--- config.mk ---
export PLATFORM = sky130hd
export DESIGN_NAME = universal_shift_reg_flat
export DESIGN_NICKNAME = d
export VERILOG_FILES = /design/src/rtl/universal_shift_reg_pkg.sv /design/src/rtl/universal_shift_reg_if.sv /design/src/rtl/universal_shift_reg.sv /design/src/flat_wrapper.sv
export SDC_FILE = /design/constraint.sdc
export NUM_CORES = 1
export LEC_CHECK = 0
export BUFFER_PORTS_ARGS = -buffer_cell sky130_fd_sc_hd__buf_4
export CORE_MARGIN = 2
export CORE_UTILIZATION = 25
export CTS_BUF_LIST = sky130_fd_sc_hd__clkbuf_8
export DETAILED_ROUTE_END_ITERATION = 16
export HOLD_SLACK_MARGIN = 0.05
export SKIP_CTS_REPAIR_TIMING = 1
export SLEW_MARGIN = 20
export SYNTH_ARGS = -nofsm -noshare
export SYNTH_HDL_FRONTEND = slang
export SYNTH_SLANG_ARGS = --single-unit
--- constraint.sdc ---
create_clock -name CLK -period 1.7 [get_ports CLK]
set_input_delay 0.085 -clock CLK [delete_from_list [all_inputs] [get_ports CLK]]
set_output_delay 0.085 -clock CLK [all_outputs]
set_load 0.01 [all_outputs]
--- src/rtl/universal_shift_reg_pkg.sv ---
// Shared encodings for the universal shift register: shift modes and
// frame-tracking states.
package universal_shift_reg_pkg;

  typedef enum logic [1:0] {
    MODE_HOLD = 2'b00,
    MODE_SR   = 2'b01,
    MODE_SL   = 2'b10,
    MODE_ROR  = 2'b11
  } mode_e;

  typedef enum logic {
    ST_IDLE = 1'b0,
    ST_BUSY = 1'b1
  } state_e;

endpackage

--- src/rtl/universal_shift_reg_if.sv ---
// Control/data bundle for the universal shift register; clock and reset stay
// outside as plain ports.
interface universal_shift_reg_if
  import universal_shift_reg_pkg::*;
#(
  parameter int BITS = 8
);
  // Strobe semantics, no valid/ready: Load and En are sampled on every rising
  // edge with no backpressure; Done is a one-cycle pulse and Busy a level,
  // both registered.
  logic [BITS-1:0] data;
  logic            Load;
  logic [1:0]      Mode;
  logic            En;
  logic            In;
  logic [BITS-1:0] Q;
  logic            SO;
  logic            Busy;
  logic            Done;
  state_e          dbg_state;

  modport master (
    output data, Load, Mode, En, In,
    input  Q, SO, Busy, Done, dbg_state
  );

  modport slave (
    input  data, Load, Mode, En, In,
    output Q, SO, Busy, Done, dbg_state
  );

endinterface

--- src/rtl/universal_shift_reg.sv ---
// Universal shift register with parallel load, four shift modes and a frame
// counter that pulses Done after BITS shift steps following a Load.
module universal_shift_reg
  import universal_shift_reg_pkg::*;
#(
  parameter int BITS  = 8,
  parameter int CNT_W = $clog2(BITS)
) (
  input logic                  CLK,
  input logic                  RST,
  universal_shift_reg_if.slave bus
);

  logic [BITS-1:0]  q_q, q_d;
  logic [CNT_W-1:0] cnt_q, cnt_d;
  state_e           state_q, state_d;
  logic             done_q, done_d;
  logic             shift_step;
  mode_e            mode;

  assign mode       = mode_e'(bus.Mode);
  assign shift_step = bus.En && (mode != MODE_HOLD);

  always_ff @(posedge CLK) begin
    if (RST) begin
      q_q     <= '0;
      cnt_q   <= '0;
      state_q <= ST_IDLE;
      done_q  <= 1'b0;
    end else begin
      q_q     <= q_d;
      cnt_q   <= cnt_d;
      state_q <= state_d;
      done_q  <= done_d;
    end
  end

  always_comb begin
    q_d     = q_q;
    cnt_d   = cnt_q;
    state_d = state_q;
    done_d  = 1'b0;
    if (bus.Load) begin
      q_d     = bus.data;
      cnt_d   = '0;
      state_d = ST_BUSY;
    end else if (shift_step) begin
      case (mode)
        MODE_SR:  q_d = {bus.In, q_q[BITS-1:1]};
        MODE_SL:  q_d = {q_q[BITS-2:0], bus.In};
        MODE_ROR: q_d = {q_q[0], q_q[BITS-1:1]};
        default:  q_d = q_q;
      endcase
      // Outside a frame the data still shifts but the counter stays frozen.
      if (state_q == ST_BUSY) begin
        if (cnt_q == CNT_W'(BITS - 1)) begin
          cnt_d   = '0;
          state_d = ST_IDLE;
          done_d  = 1'b1;
        end else begin
          cnt_d = cnt_q + CNT_W'(1);
        end
      end
    end
  end

  assign bus.Q         = q_q;
  assign bus.SO        = (mode == MODE_SL) ? q_q[BITS-1] : q_q[0];
  assign bus.Busy      = (state_q == ST_BUSY);
  assign bus.Done      = done_q;
  assign bus.dbg_state = state_q;

endmodule

--- src/flat_wrapper.sv ---
// flat-port wrapper written by rule: the top's interface ports become plain ports
module universal_shift_reg_flat import universal_shift_reg_pkg::*;
#(
  parameter int BITS  = 8,
  parameter int CNT_W = $clog2(BITS)
)
  (CLK, RST, bus_data, bus_Load, bus_Mode, bus_En, bus_In, bus_Q, bus_SO, bus_Busy, bus_Done, bus_dbg_state);
  universal_shift_reg_if #(.BITS(BITS)) bus_i ();
  input logic CLK;
  input logic RST;
  input wire logic [$bits(bus_i.data)-1:0] bus_data;
  input wire logic [$bits(bus_i.Load)-1:0] bus_Load;
  input wire logic [$bits(bus_i.Mode)-1:0] bus_Mode;
  input wire logic [$bits(bus_i.En)-1:0] bus_En;
  input wire logic [$bits(bus_i.In)-1:0] bus_In;
  output wire logic [$bits(bus_i.Q)-1:0] bus_Q;
  output wire logic [$bits(bus_i.SO)-1:0] bus_SO;
  output wire logic [$bits(bus_i.Busy)-1:0] bus_Busy;
  output wire logic [$bits(bus_i.Done)-1:0] bus_Done;
  output wire logic [$bits(bus_i.dbg_state)-1:0] bus_dbg_state;
  assign bus_i.data = bus_data;
  assign bus_i.Load = bus_Load;
  assign bus_i.Mode = bus_Mode;
  assign bus_i.En = bus_En;
  assign bus_i.In = bus_In;
  assign bus_Q = bus_i.Q;
  assign bus_SO = bus_i.SO;
  assign bus_Busy = bus_i.Busy;
  assign bus_Done = bus_i.Done;
  assign bus_dbg_state = bus_i.dbg_state;
  universal_shift_reg #(.BITS(BITS), .CNT_W(CNT_W)) u_core (.CLK(CLK), .RST(RST), .bus(bus_i));
endmodule
==> reports/metrics.yaml <==
status: "completed"
fin_ws_ps: 364.2
critPathKind: "reg -> reg"
clk_latency_ps: 250
holdCritPathClass: "in -> reg"
antenna_cells: 0
cts.clk_slew.worst_paths_ps: 60
synth_area_sq_um: 812.0
nNetsFinal: 129
reg2reg_depth: 4
syn-num-nets: 105
synth-simple-area-share_pct: 20.80
met2_length_um: 901
ys_types: 29
synth_top_family_by_area: "compound AO/OA/AOI/OAI gates"
wl_met3_um: 100
synth-compound-area-share_pct: 29.12
crit_fanout: 3
place_congestion: 0.6714
setup_viol: 0
synth_ff_type: "dfxtp_1"
finalHoldViolCount: 0
synth_cells: 88
ys.warnings.count: 0
antenna_left: 0
powerDensity_nw_per_um2: 759.3
required_ps: 1870
syn_to_final_growth_pct: 31.12
routed_wl_um: 1917
preCtsSetupSlack_ps: 367.9
routedWlPerCell_um: 12.37
fin_crit_ps: 1336
die_y_um: 60.99
synth-edff-count: 0
die_w_um: 60.99
vias: 739
cp-startpoint: "u_core.cnt_q[0]$_SDFFE_PP0P_"
gr-total-overflow: 0
clock.fmax_mhz: 748.6
r2r_slack_ps: 360
boundaryPins: 27
layout_worst_path_cycle_share_pct: 78.58
numCtsBuffers: 3
hpwlAfterDp_um: 1346
clockBufferDepth: 2
ys_ff_latch: 13
grt_pass1_wl_um: 3215
grt.total_usage_pct: 12.04
io_buffers: 26
finClkSkew_ps: 4.027
tritoncts: "yes"
worst_pin_slew_ps: 287.9
muxShareOfSynthArea_pct: 5.085
slew_headroom_pct: 80.54
grt_pass1_vias: 691
timing.rr.end: "u_core.cnt_q[0]$_SDFFE_PP0P_"
initial_utilization_pct: 26.38
hold_ws_ps: 98.53
ys_async_sr_fraction_pct: 0
avgViaCountPerCell: 4.768
drc: 0
htreeDepth: 1
arrival_ps: 1510
synthAdderAreaFrac_pct: 3.082
cp-endpoint: "u_core.cnt_q[0]$_SDFFE_PP0P_"
synth_xor_area_share_pct: 0
die-area_sq_um: 3720
start_kind: "flip-flop"
finalPower_mw: 0.8085
synth_area_per_cell_sq_um: 9.228
cts.sink_count: 13
max_cap_viol_count: 0
core_sq_um: 3078
reg2reg_from: "u_core.cnt_q[0]$_SDFFE_PP0P_"
end_kind: "flip-flop"
fin_tns_setup_ps: 0
p_leak_nw: 0.4672
dr.max_layer_used: "met4"
dr.first_iter.drc_count: 13
grt_start_max_net_pins: 23
wl_met1_um: 876
slew_viol_final: 0
cts_root_buf: "clkbuf_8"
ir_drop_uv: 200.0
rsz0062_at_grt: "no"
drtPass1Iterations: 4
rows: 20
antenna_found_initial: 0
yosysSeqAreaShare_pct: 32.05
drive_gt1_share_pct: 34.23
==> through the flow <==
| step | utilization [%] | cell area (sq um) | cells |
|---|---|---|---|
| floorplan | - | 812.0 | 88 |
| CTS | 34.59 | 1065 | 155 |
| finish | 34.59 | 1065 | 155 |
| global placement | 33.13 | 1020 | 151 |
| global route | 34.59 | 1065 | 155 |
| detailed placement | 33.13 | 1020 | 151 |
==> cell type report <==
cell class / instances / area (sq um)
Clock inverter: 1 / 3.754
Timing Repair Buffer: 26 / 195.2
Tap cell: 44 / 55.05
Sequential cell: 13 / 260.3
Clock buffer: 3 / 41.29
Multi-Input combinational cell: 58 / 471.7
Fill cell: 320 / 2013
Inverter: 10 / 37.54
==> per-layer routing <==
metal  up-vias  track usage [%]
met1       341            15.75
met4         0            8.075
met5         -                0
met3         4            2.559
li1        372                -
met2        22            17.67
==> cell usage after synthesis (2+ instances only) <==
cell type / number / share of area, %
or3b_1: 6 / 6.5
nand2b_1: 8 / 6.2
buf_1: 2 / 0.92
dfxtp_1: 13 / 32
ha_1: 2 / 3.1
mux2i_1: 3 / 3.7
buf_4: 2 / 1.8
a2111oi_2: 6 / 11
nor2_1: 2 / 0.92
nor3_1: 8 / 4.9
inv_1: 10 / 4.6
a21oi_1: 9 / 5.5
==> kinds of logic (layout without fill, tap and decap cells) <==
kind of cell,count (synthesis),in the layout
AO/OA/AOI/OAI,25,25
adder cells (fa/ha/maj),2,2
buffers and inverters,17,40
flip-flops,13,13
multiplexers,4,4
AND/OR/NAND/NOR,27,27
==> worst max-delay path, cell delays in order, from the launching register on <==
cell and delay [ps]:
dfxtp_1 320, ha_1 200, ha_1 200, or3_1 360, a211oi_2 180
==> where the power goes <==
| part | internal, mW | leakage, nW | total [mW] | switching (mW) |
|---|---|---|---|---|
| logic | 0.0913 | 0.333 | 0.179 | 0.0873 |
| registers | 0.323 | 0.107 | 0.344 | 0.0202 |
| clock network | 0.160 | 0.0269 | 0.286 | 0.126 |
==> how the worst min path moves through the flow <==
| stage | end | from | cells past startpoint | slack, ps |
|---|---|---|---|---|
| final | u_core.bus.Q[3]$_SDFFE_PP0P_ | bus_data[3] | 3 | 100 |
| after global routing | u_core.bus.Q[4]$_SDFFE_PP0P_ | bus_data[4] | 3 | 110 |
| after CTS | u_core.bus.Q[2]$_SDFFE_PP0P_ | bus_data[2] | 3 | 100 |
| after detailed placement | u_core.bus.Q[2]$_SDFFE_PP0P_ | bus_data[2] | 3 | 370 |
| after global placement | u_core.bus.Q[3]$_SDFFE_PP0P_ | bus_data[3] | 3 | 360 |
| after floorplan | u_core.bus.Q[1]$_SDFFE_PP0P_ | RST | 1 | 160 |
==> sequential cells by signal, summed over array words and instances, names as in the netlist <==
register / cells
u_core.bus.Done: 1
u_core.cnt_q: 3
u_core.bus.Q: 8
u_core.bus.Busy: 1
==> cells in the final DEF (no fill, tap or decap), drive strengths merged, types with 2 or more instances in the layout <==
cell type and instances:
nand2b 8, a2111oi 6, clkbuf 3, nor3 8, nor2 2, ha 2, inv 11, a21oi 9
buf 26, dfxtp 13, or3b 6, o211ai 2, mux2i 3
No activity file was read; power rests on OpenSTA's default activity.
